--- config.mk ---
export PLATFORM = sky130hd
export DESIGN_NAME = qspi_fifo_wr_arb
export DESIGN_NICKNAME = d
export VERILOG_FILES = /design/src/rtl/qspi_fifo_arb_pkg.sv /design/src/rtl/qspi_rr_pick.sv /design/src/rtl/qspi_fifo_wr_arb.sv
export SDC_FILE = /design/constraint.sdc
export NUM_CORES = 1
export LEC_CHECK = 0
export ABC_AREA = 1
export ABC_CLOCK_PERIOD_IN_PS = 3700
export BUFFER_PORTS_ARGS = -buffer_cell sky130_fd_sc_hd__buf_2
export CAP_MARGIN = 20
export CORE_ASPECT_RATIO = 0.7
export CORE_MARGIN = 4
export CORE_UTILIZATION = 40
export CTS_CLUSTER_DIAMETER = 60
export DETAILED_ROUTE_END_ITERATION = 16
export HOLD_SLACK_MARGIN = 0.08
export PLACE_DENSITY = 0.77
export SLEW_MARGIN = 20
export SYNTH_ARGS = -nofsm -noshare
export SYNTH_HDL_FRONTEND = slang
export SYNTH_HIERARCHICAL = 1
export SYNTH_SLANG_ARGS = --single-unit
--- constraint.sdc ---
create_clock -name w_clk -period 3.7 [get_ports w_clk]
set_clock_uncertainty 0.2 [all_clocks]
set_input_delay 0.185 -clock w_clk [delete_from_list [all_inputs] [get_ports w_clk]]
set_output_delay 0.185 -clock w_clk [all_outputs]
set_load 0.05 [all_outputs]
--- src/rtl/qspi_fifo_arb_pkg.sv ---
// Shared definitions for the QSPI TX FIFO write-side arbiter.
// Optional feature macro: QSPI_FIFO_ARB_WDOG_EN (requester-stall watchdog).
package qspi_fifo_arb_pkg;

  // Default number of requesters (command, address, data, spare).
  localparam int ARB_N_REQ_DEF    = 4;
  // Default requester-stall timeout in cycles.
  localparam int ARB_WDOG_CYC_DEF = 255;

  // Arbiter states: IDLE arbitrates, BURST streams one requester's words.
  typedef enum logic [0:0] {
    ST_IDLE  = 1'b0,
    ST_BURST = 1'b1
  } arb_state_t;

endpackage

--- src/rtl/qspi_rr_pick.sv ---
// Combinational round-robin picker: first set request strictly after the
// last winner, wrapping around, so the last winner has lowest priority.
module qspi_rr_pick
  import qspi_fifo_arb_pkg::*;
#(
  parameter int N_REQ = ARB_N_REQ_DEF,
  parameter int PW    = $clog2(N_REQ)
) (
  input  logic [N_REQ-1:0] i_req,
  input  logic [PW-1:0]    i_rr_ptr,
  output logic [N_REQ-1:0] o_pick,
  output logic [PW-1:0]    o_idx,
  output logic             o_any
);

  // One extra bit so rr_ptr + offset cannot overflow before the wrap.
  localparam logic [PW:0] NREQ_W = (PW+1)'(N_REQ);

  logic [PW:0]   w_cand_sum;
  logic [PW-1:0] w_cand_idx;
  logic          w_found;

  // Walk candidates rr_ptr+1 .. rr_ptr+N_REQ (mod N_REQ); first hit wins.
  always_comb begin
    o_pick     = '0;
    o_idx      = '0;
    o_any      = |i_req;
    w_found    = 1'b0;
    w_cand_sum = '0;
    w_cand_idx = '0;
    for (int k = 1; k <= N_REQ; k++) begin
      w_cand_sum = {1'b0, i_rr_ptr} + (PW+1)'(k);
      if (w_cand_sum >= NREQ_W) begin
        w_cand_sum = w_cand_sum - NREQ_W;
      end
      w_cand_idx = w_cand_sum[PW-1:0];
      if (!w_found && i_req[w_cand_idx]) begin
        w_found            = 1'b1;
        o_idx              = w_cand_idx;
        o_pick[w_cand_idx] = 1'b1;
      end
    end
  end

endmodule

--- src/rtl/qspi_fifo_wr_arb.sv ---
// QSPI TX FIFO write-side arbiter: round-robin grant of the single FIFO
// write port to one requester for a whole burst of req_len+1 words,
// honouring FIFO full back-pressure. Lives in the FIFO write clock domain.
// Optional feature macro: QSPI_FIFO_ARB_WDOG_EN -- aborts a burst whose
// requester stops supplying data for WDOG_CYC cycles.
module qspi_fifo_wr_arb
  import qspi_fifo_arb_pkg::*;
#(
  parameter int N_REQ      = ARB_N_REQ_DEF,
  parameter int DATA_WIDTH = 8,
  parameter int LEN_WIDTH  = 8,
  parameter int WDOG_CYC   = ARB_WDOG_CYC_DEF
) (
  input  logic                        w_clk,
  input  logic                        w_rst_n,
  input  logic [N_REQ-1:0]            req_vld,
  input  logic [N_REQ*LEN_WIDTH-1:0]  req_len,
  input  logic [N_REQ*DATA_WIDTH-1:0] req_data,
  input  logic [N_REQ-1:0]            req_dvld,
  output logic [N_REQ-1:0]            req_ready,
  output logic [N_REQ-1:0]            gnt,
  output logic                        busy,
  output logic                        burst_done,
  output logic                        burst_abort,
  output logic                        fifo_w_en,
  output logic [DATA_WIDTH-1:0]       fifo_wdata,
  input  logic                        fifo_full
);

  localparam int PW = $clog2(N_REQ);

  arb_state_t           r_state;
  logic [N_REQ-1:0]     r_gnt;
  logic [PW-1:0]        r_rr_ptr;     // last winner; also the granted index in BURST
  logic [LEN_WIDTH-1:0] r_remain;     // words still to go after the current one
  logic                 r_burst_done;

  logic [DATA_WIDTH-1:0] w_data_arr [N_REQ];
  logic [LEN_WIDTH-1:0]  w_len_arr  [N_REQ];
  logic [N_REQ-1:0]      w_pick;
  logic [PW-1:0]         w_pick_idx;
  logic                  w_any;
  logic                  w_busy;
  logic                  w_dvld_g;
  logic                  w_xfer;
  logic                  w_wdog_hit;

  // Unpack the flat per-requester buses and decode per-requester ready.
  generate
    for (genvar gi = 0; gi < N_REQ; gi++) begin : g_req
      assign w_data_arr[gi] = req_data[gi*DATA_WIDTH +: DATA_WIDTH];
      assign w_len_arr[gi]  = req_len[gi*LEN_WIDTH +: LEN_WIDTH];
      assign req_ready[gi]  = w_xfer && (r_rr_ptr == PW'(gi));
    end
  endgenerate

  qspi_rr_pick #(
    .N_REQ (N_REQ),
    .PW    (PW)
  ) u_pick (
    .i_req    (req_vld),
    .i_rr_ptr (r_rr_ptr),
    .o_pick   (w_pick),
    .o_idx    (w_pick_idx),
    .o_any    (w_any)
  );

  // A word moves only when the granted requester offers one and the FIFO has room.
  assign w_busy     = (r_state == ST_BURST);
  assign w_dvld_g   = req_dvld[r_rr_ptr];
  assign w_xfer     = w_busy && w_dvld_g && !fifo_full;
  assign fifo_w_en  = w_xfer;
  assign fifo_wdata = w_busy ? w_data_arr[r_rr_ptr] : '0;
  assign busy       = w_busy;
  assign gnt        = r_gnt;
  assign burst_done = r_burst_done;

`ifdef QSPI_FIFO_ARB_WDOG_EN
  localparam int WW = $clog2(WDOG_CYC + 1);

  logic [WW-1:0] r_wdog_cnt;
  logic          r_burst_abort;

  // Only requester starvation counts; FIFO-full cycles leave the count alone.
  assign w_wdog_hit = w_busy && !w_dvld_g && !fifo_full &&
                      (r_wdog_cnt == WW'(WDOG_CYC - 1));

  // Count consecutive requester-stall cycles within a burst.
  always_ff @(posedge w_clk or negedge w_rst_n) begin
    if (!w_rst_n) begin
      r_wdog_cnt    <= '0;
      r_burst_abort <= 1'b0;
    end else begin
      r_burst_abort <= w_wdog_hit;
      if (!w_busy || w_xfer || w_wdog_hit) begin
        r_wdog_cnt <= '0;
      end else if (!w_dvld_g && !fifo_full) begin
        r_wdog_cnt <= r_wdog_cnt + 1'b1;
      end
    end
  end

  assign burst_abort = r_burst_abort;
`else
  assign w_wdog_hit  = 1'b0;
  assign burst_abort = 1'b0;
`endif

  // Arbitration and burst FSM: grant in IDLE, count words down in BURST.
  always_ff @(posedge w_clk or negedge w_rst_n) begin
    if (!w_rst_n) begin
      r_state      <= ST_IDLE;
      r_gnt        <= '0;
      r_rr_ptr     <= PW'(N_REQ - 1);
      r_remain     <= '0;
      r_burst_done <= 1'b0;
    end else begin
      r_burst_done <= 1'b0;
      case (r_state)
        ST_IDLE: begin
          if (w_any) begin
            r_state  <= ST_BURST;
            r_gnt    <= w_pick;
            r_rr_ptr <= w_pick_idx;
            r_remain <= w_len_arr[w_pick_idx];
          end
        end
        ST_BURST: begin
          if (w_xfer) begin
            if (r_remain == '0) begin
              r_state      <= ST_IDLE;
              r_gnt        <= '0;
              r_burst_done <= 1'b1;
            end else begin
              r_remain <= r_remain - 1'b1;
            end
          end else if (w_wdog_hit) begin
            // rr_ptr keeps the aborted index so the next pick skips past it.
            r_state <= ST_IDLE;
            r_gnt   <= '0;
          end
        end
        default: begin
          r_state <= ST_IDLE;
          r_gnt   <= '0;
        end
      endcase
    end
  end

endmodule
==> summary.txt <==
Finish
  – Area of the multi-input gates: 1490 um2
  – Flip-flop and latch area: 403 um2
  – Area Overhead vs Synth: 25.9%
  – Nets: 519
  – Post-route cell area: 2660 um2
  – Layout cells sized above 1: 30.5%
  – Diodes inserted: 0
  – # fillers: 522

STA
  – Fin. max-slew vios: 0
  – Setup TNS: 0 ns
  – Final period util: 80.5%
  – Hold Slack: 0.168 ns
  – Worst slew pin tran: 0.746 ns
  – Achievable frequency: 336 MHz
  – Minimum clock period: 2.98 ns
  – Setup violators final: 0
  – Final Hold Fails: 0
  – Worst slew margin: 50.2%
  – RSZ-0062 raised after global routing: false

Yosys
  – Sequential cell area fraction in the yosys report: 19.1%
  – Top_reg_cell synth: dfrtp_1
  – #FFs+latches synth: 16
  – Syn nets: 433
  – Number of distinct library cells after synthesis: 30
  – Synth async-reset ratio: 100%
  – Synth Instances: 348
  – Cell Area, Synth: 2110 um2
  – Post-Syn Area per Cell: 6.07 um2
  – EDFF count, synth: 0
  – Syn. warnings: 6

Power and ir drop
  – VDD IR max: 0.000535 V
  – Cell Int Power: 0.000988 W
  – Switching pwr: 0.00166 W
  – Clock network fraction of total power: 6.0%
  – P per Cell Area: 995 nW/um2
  – Sw Ratio: 62.7%
  – Combinational power share: 81.9%
  – Flop pwr share: 12.1%
  – Static Leak: 1.49 nW

Detailed routing
  – Residual antenna-violating net count after detailed routing: 0
  – Drt wl/cell: 13.1 um
  – Detailed Routing Iterations Pass 1: 5
  – Routed WL: 6.55 mm
  – DRC viols: 0
  – Initial DRC count: 235
  – Via/cell ratio: 5.22
  – Vias: 2,619

CTS
  – Root Driver: clkbuf_8
  – Clock-pin slew on the worst setup and hold paths: 0.07 ns
  – Clock H-tree levels: 1
  – Clk_lat worst skew: 0.25 ns
  – Post-CTS Resized: 0
  – TritonCTS clock tree: built
  – Clk sink count: 16
  – Num CTS Buffers: 3
  – Clock Path Buffers: 2

Die
  – Rows: 21
  – CORE AREA: 4940 um2
  – Die ar.: 6530 um2
  – Top Ports: 95
  – Die height: 68.8 um
  – Starting density of the core: 42.8%
  – Chip width: 94.9 um

Setup path
  – Largest fanout on the critical path: 17
  – CP endpoint kind: register
  – WP data arrival: 2.98 ns
  – Worst EP required: 3.70 ns
  – Worst Setup Path Type: register to register
  – CP Launch Type: register

Global route
  – First-pass GRT wire length: 10.5 mm
  – GRT Total Usage: 19.8%
  – Initial antenna violation count: 0
  – Largest net degree at the start of global routing: 34
  – Vias in the first global route: 2,240
  – Grt ovf: 0

Placed design
  – GPL Wtd Cong: 0.887
  – DP HPWL: 5.08 mm
  – IO Port Bufs: 93
  – Placed cell area: 2590 um2

Hold path
  – Worst hold path type: primary input to register

Run
  – Maxcap violations: 0

Status
  – Outcome: finished clean
## timing repair
| item | in CTS | in global routing |
|---|---|---|
| hold endpoints to repair | 16 | 0 |
| hold buffers | 1 | 0 |
| setup buffers | 0 | 0 |
| setup endpoints to repair | 0 | 0 |
## per-layer routing
| metal | track usage, % | up-vias | share of wire (%) |
|---|---|---|---|
| met2 | 32.1 | 114 | 44 |
| li1 | - | 1320 | - |
| met4 | 1.62 | 0 | 0.35 |
| met1 | 28.4 | 1183 | 47 |
| met3 | 3.80 | 2 | 9.0 |
| met5 | 0 | - | 0 |
## state kept, by name, summed over array words and instances, names as in the netlist
signal      count
burst_done      1
busy            1
gnt             4
r_remain        8
r_rr_ptr        2
## logic make-up (layout without fill, tap and decap cells)
family / count (synthesis) / after routing / synth area share (%)
simple gates: 235 / 235 / 53.3
buf+inv: 48 / 133 / 10.5
compound gates: 38 / 38 / 11.0
flops: 16 / 16 / 19.1
fa+ha+maj: 10 / 10 / 5.92
other cells: 1 / 1 / 0.178
## cells in the final DEF, fill, tap and decap left out
| cell | count |
|---|---|
| nand2_1 | 108 |
| buf_2 | 93 |
| nand3_1 | 71 |
| inv_1 | 24 |
| nor2_1 | 23 |
| o21ai_0 | 17 |
| dfrtp_1 | 14 |
| ha_1 | 10 |
| a41oi_1 | 8 |
| nand2_4 | 8 |
| inv_2 | 6 |
| nand2_2 | 6 |
| a21oi_1 | 6 |
| nand4_1 | 6 |
| nor3_1 | 5 |
| clkbuf_8 | 4 |
| a21boi_0 | 4 |
| buf_4 | 3 |
| nand3_2 | 3 |
| o21ai_1 | 2 |
| dfstp_2 | 2 |
| nand3_4 | 2 |
| nor2_2 | 2 |
| conb_1 | 1 |
| dlygate4sd3_1 | 1 |
| inv_8 | 1 |
| inv_4 | 1 |
| nor2_4 | 1 |
| a31oi_1 | 1 |
## layout make-up
cell class	count	share of cell area (%)
inverter	32	4.89
sequential	16	15.2
tap	69	3.25
clock buffer	4	2.07
timing repair buffer	97	18.7
multi-input combinational	284	55.9
## worst max-delay path, stage by stage (launching register included)
cell and delay, ns:
dfstp_2 0.53, inv_1 0.12, ha_1 0.41, inv_1 0.15, nand3_4 0.15, nand2_4 0.09
inv_4 0.08, nand2_1 0.05, a21oi_1 0.11, nor2_1 0.06, buf_4 0.18, inv_2 0.20
nor2_1 0.08, o21ai_0 0.22, nand2_1 0.09, nand2_1 0.09, nand3_1 0.06, nand2_1 0.06
## synthesized netlist by cell type (all sizes together) (2+ instances only)
| cell | number | area (um2) |
|---|---|---|
| nand2 | 122 | 533 |
| nand3 | 76 | 420 |
| inv | 32 | 130 |
| nor2 | 26 | 110 |
| o21ai | 19 | 95.1 |
| buf | 14 | 85.1 |
| dfrtp | 14 | 350 |
| ha | 10 | 125 |
| a41oi | 8 | 70.1 |
| a21oi | 6 | 30.0 |
| nand4 | 6 | 37.5 |
| nor3 | 5 | 25.0 |
| a21boi | 4 | 30.0 |
| clkbuf | 2 | 7.51 |
| dfstp | 2 | 52.6 |
## power by group through the flow
stage / registers (W) / clock network (W) / logic [W]
2_1_floorplan: 0.000389 / 0 / 0.00170
3_3_place_gp: 0.000319 / 0 / 0.00212
3_5_place_dp: 0.000320 / 0 / 0.00215
4_1_cts: 0.000318 / 0.000162 / 0.00216
5_1_grt: 0.000330 / 0.000172 / 0.00242
6_report: 0.000321 / 0.000159 / 0.00217
## per-stage QoR
stage	std cells	util (%)	setup slack (ns)	power, W
floorplan	348	-	0.839	0.00209
global placement	497	52.5	0.853	0.00244
detailed placement	497	52.5	0.750	0.00247
CTS	502	53.8	0.729	0.00264
global route	502	53.8	0.325	0.00292
finish	502	53.8	0.721	0.00265
## path summary, 6_finish.rpt
path                       cells past startpoint  slack (ns)                      end                    start
max                                           17        0.72  r_remain[4]$_DFFE_PN0P_  r_rr_ptr[1]$_DFFE_PN1P_
min                                            7        0.17  r_remain[6]$_DFFE_PN0P_              req_len[30]
max reg2reg                                   17        0.72  r_remain[4]$_DFFE_PN0P_  r_rr_ptr[1]$_DFFE_PN1P_
min reg2reg                                    2        0.30       gnt[2]$_DFFE_PN0P_       gnt[2]$_DFFE_PN0P_
max in group asynchronous                      2        2.80  r_rr_ptr[0]$_DFFE_PN1P_                  w_rst_n
min in group asynchronous                      2        0.18  r_remain[0]$_DFFE_PN0P_                  w_rst_n
Note: power is estimated with default switching activity, not from simulation.
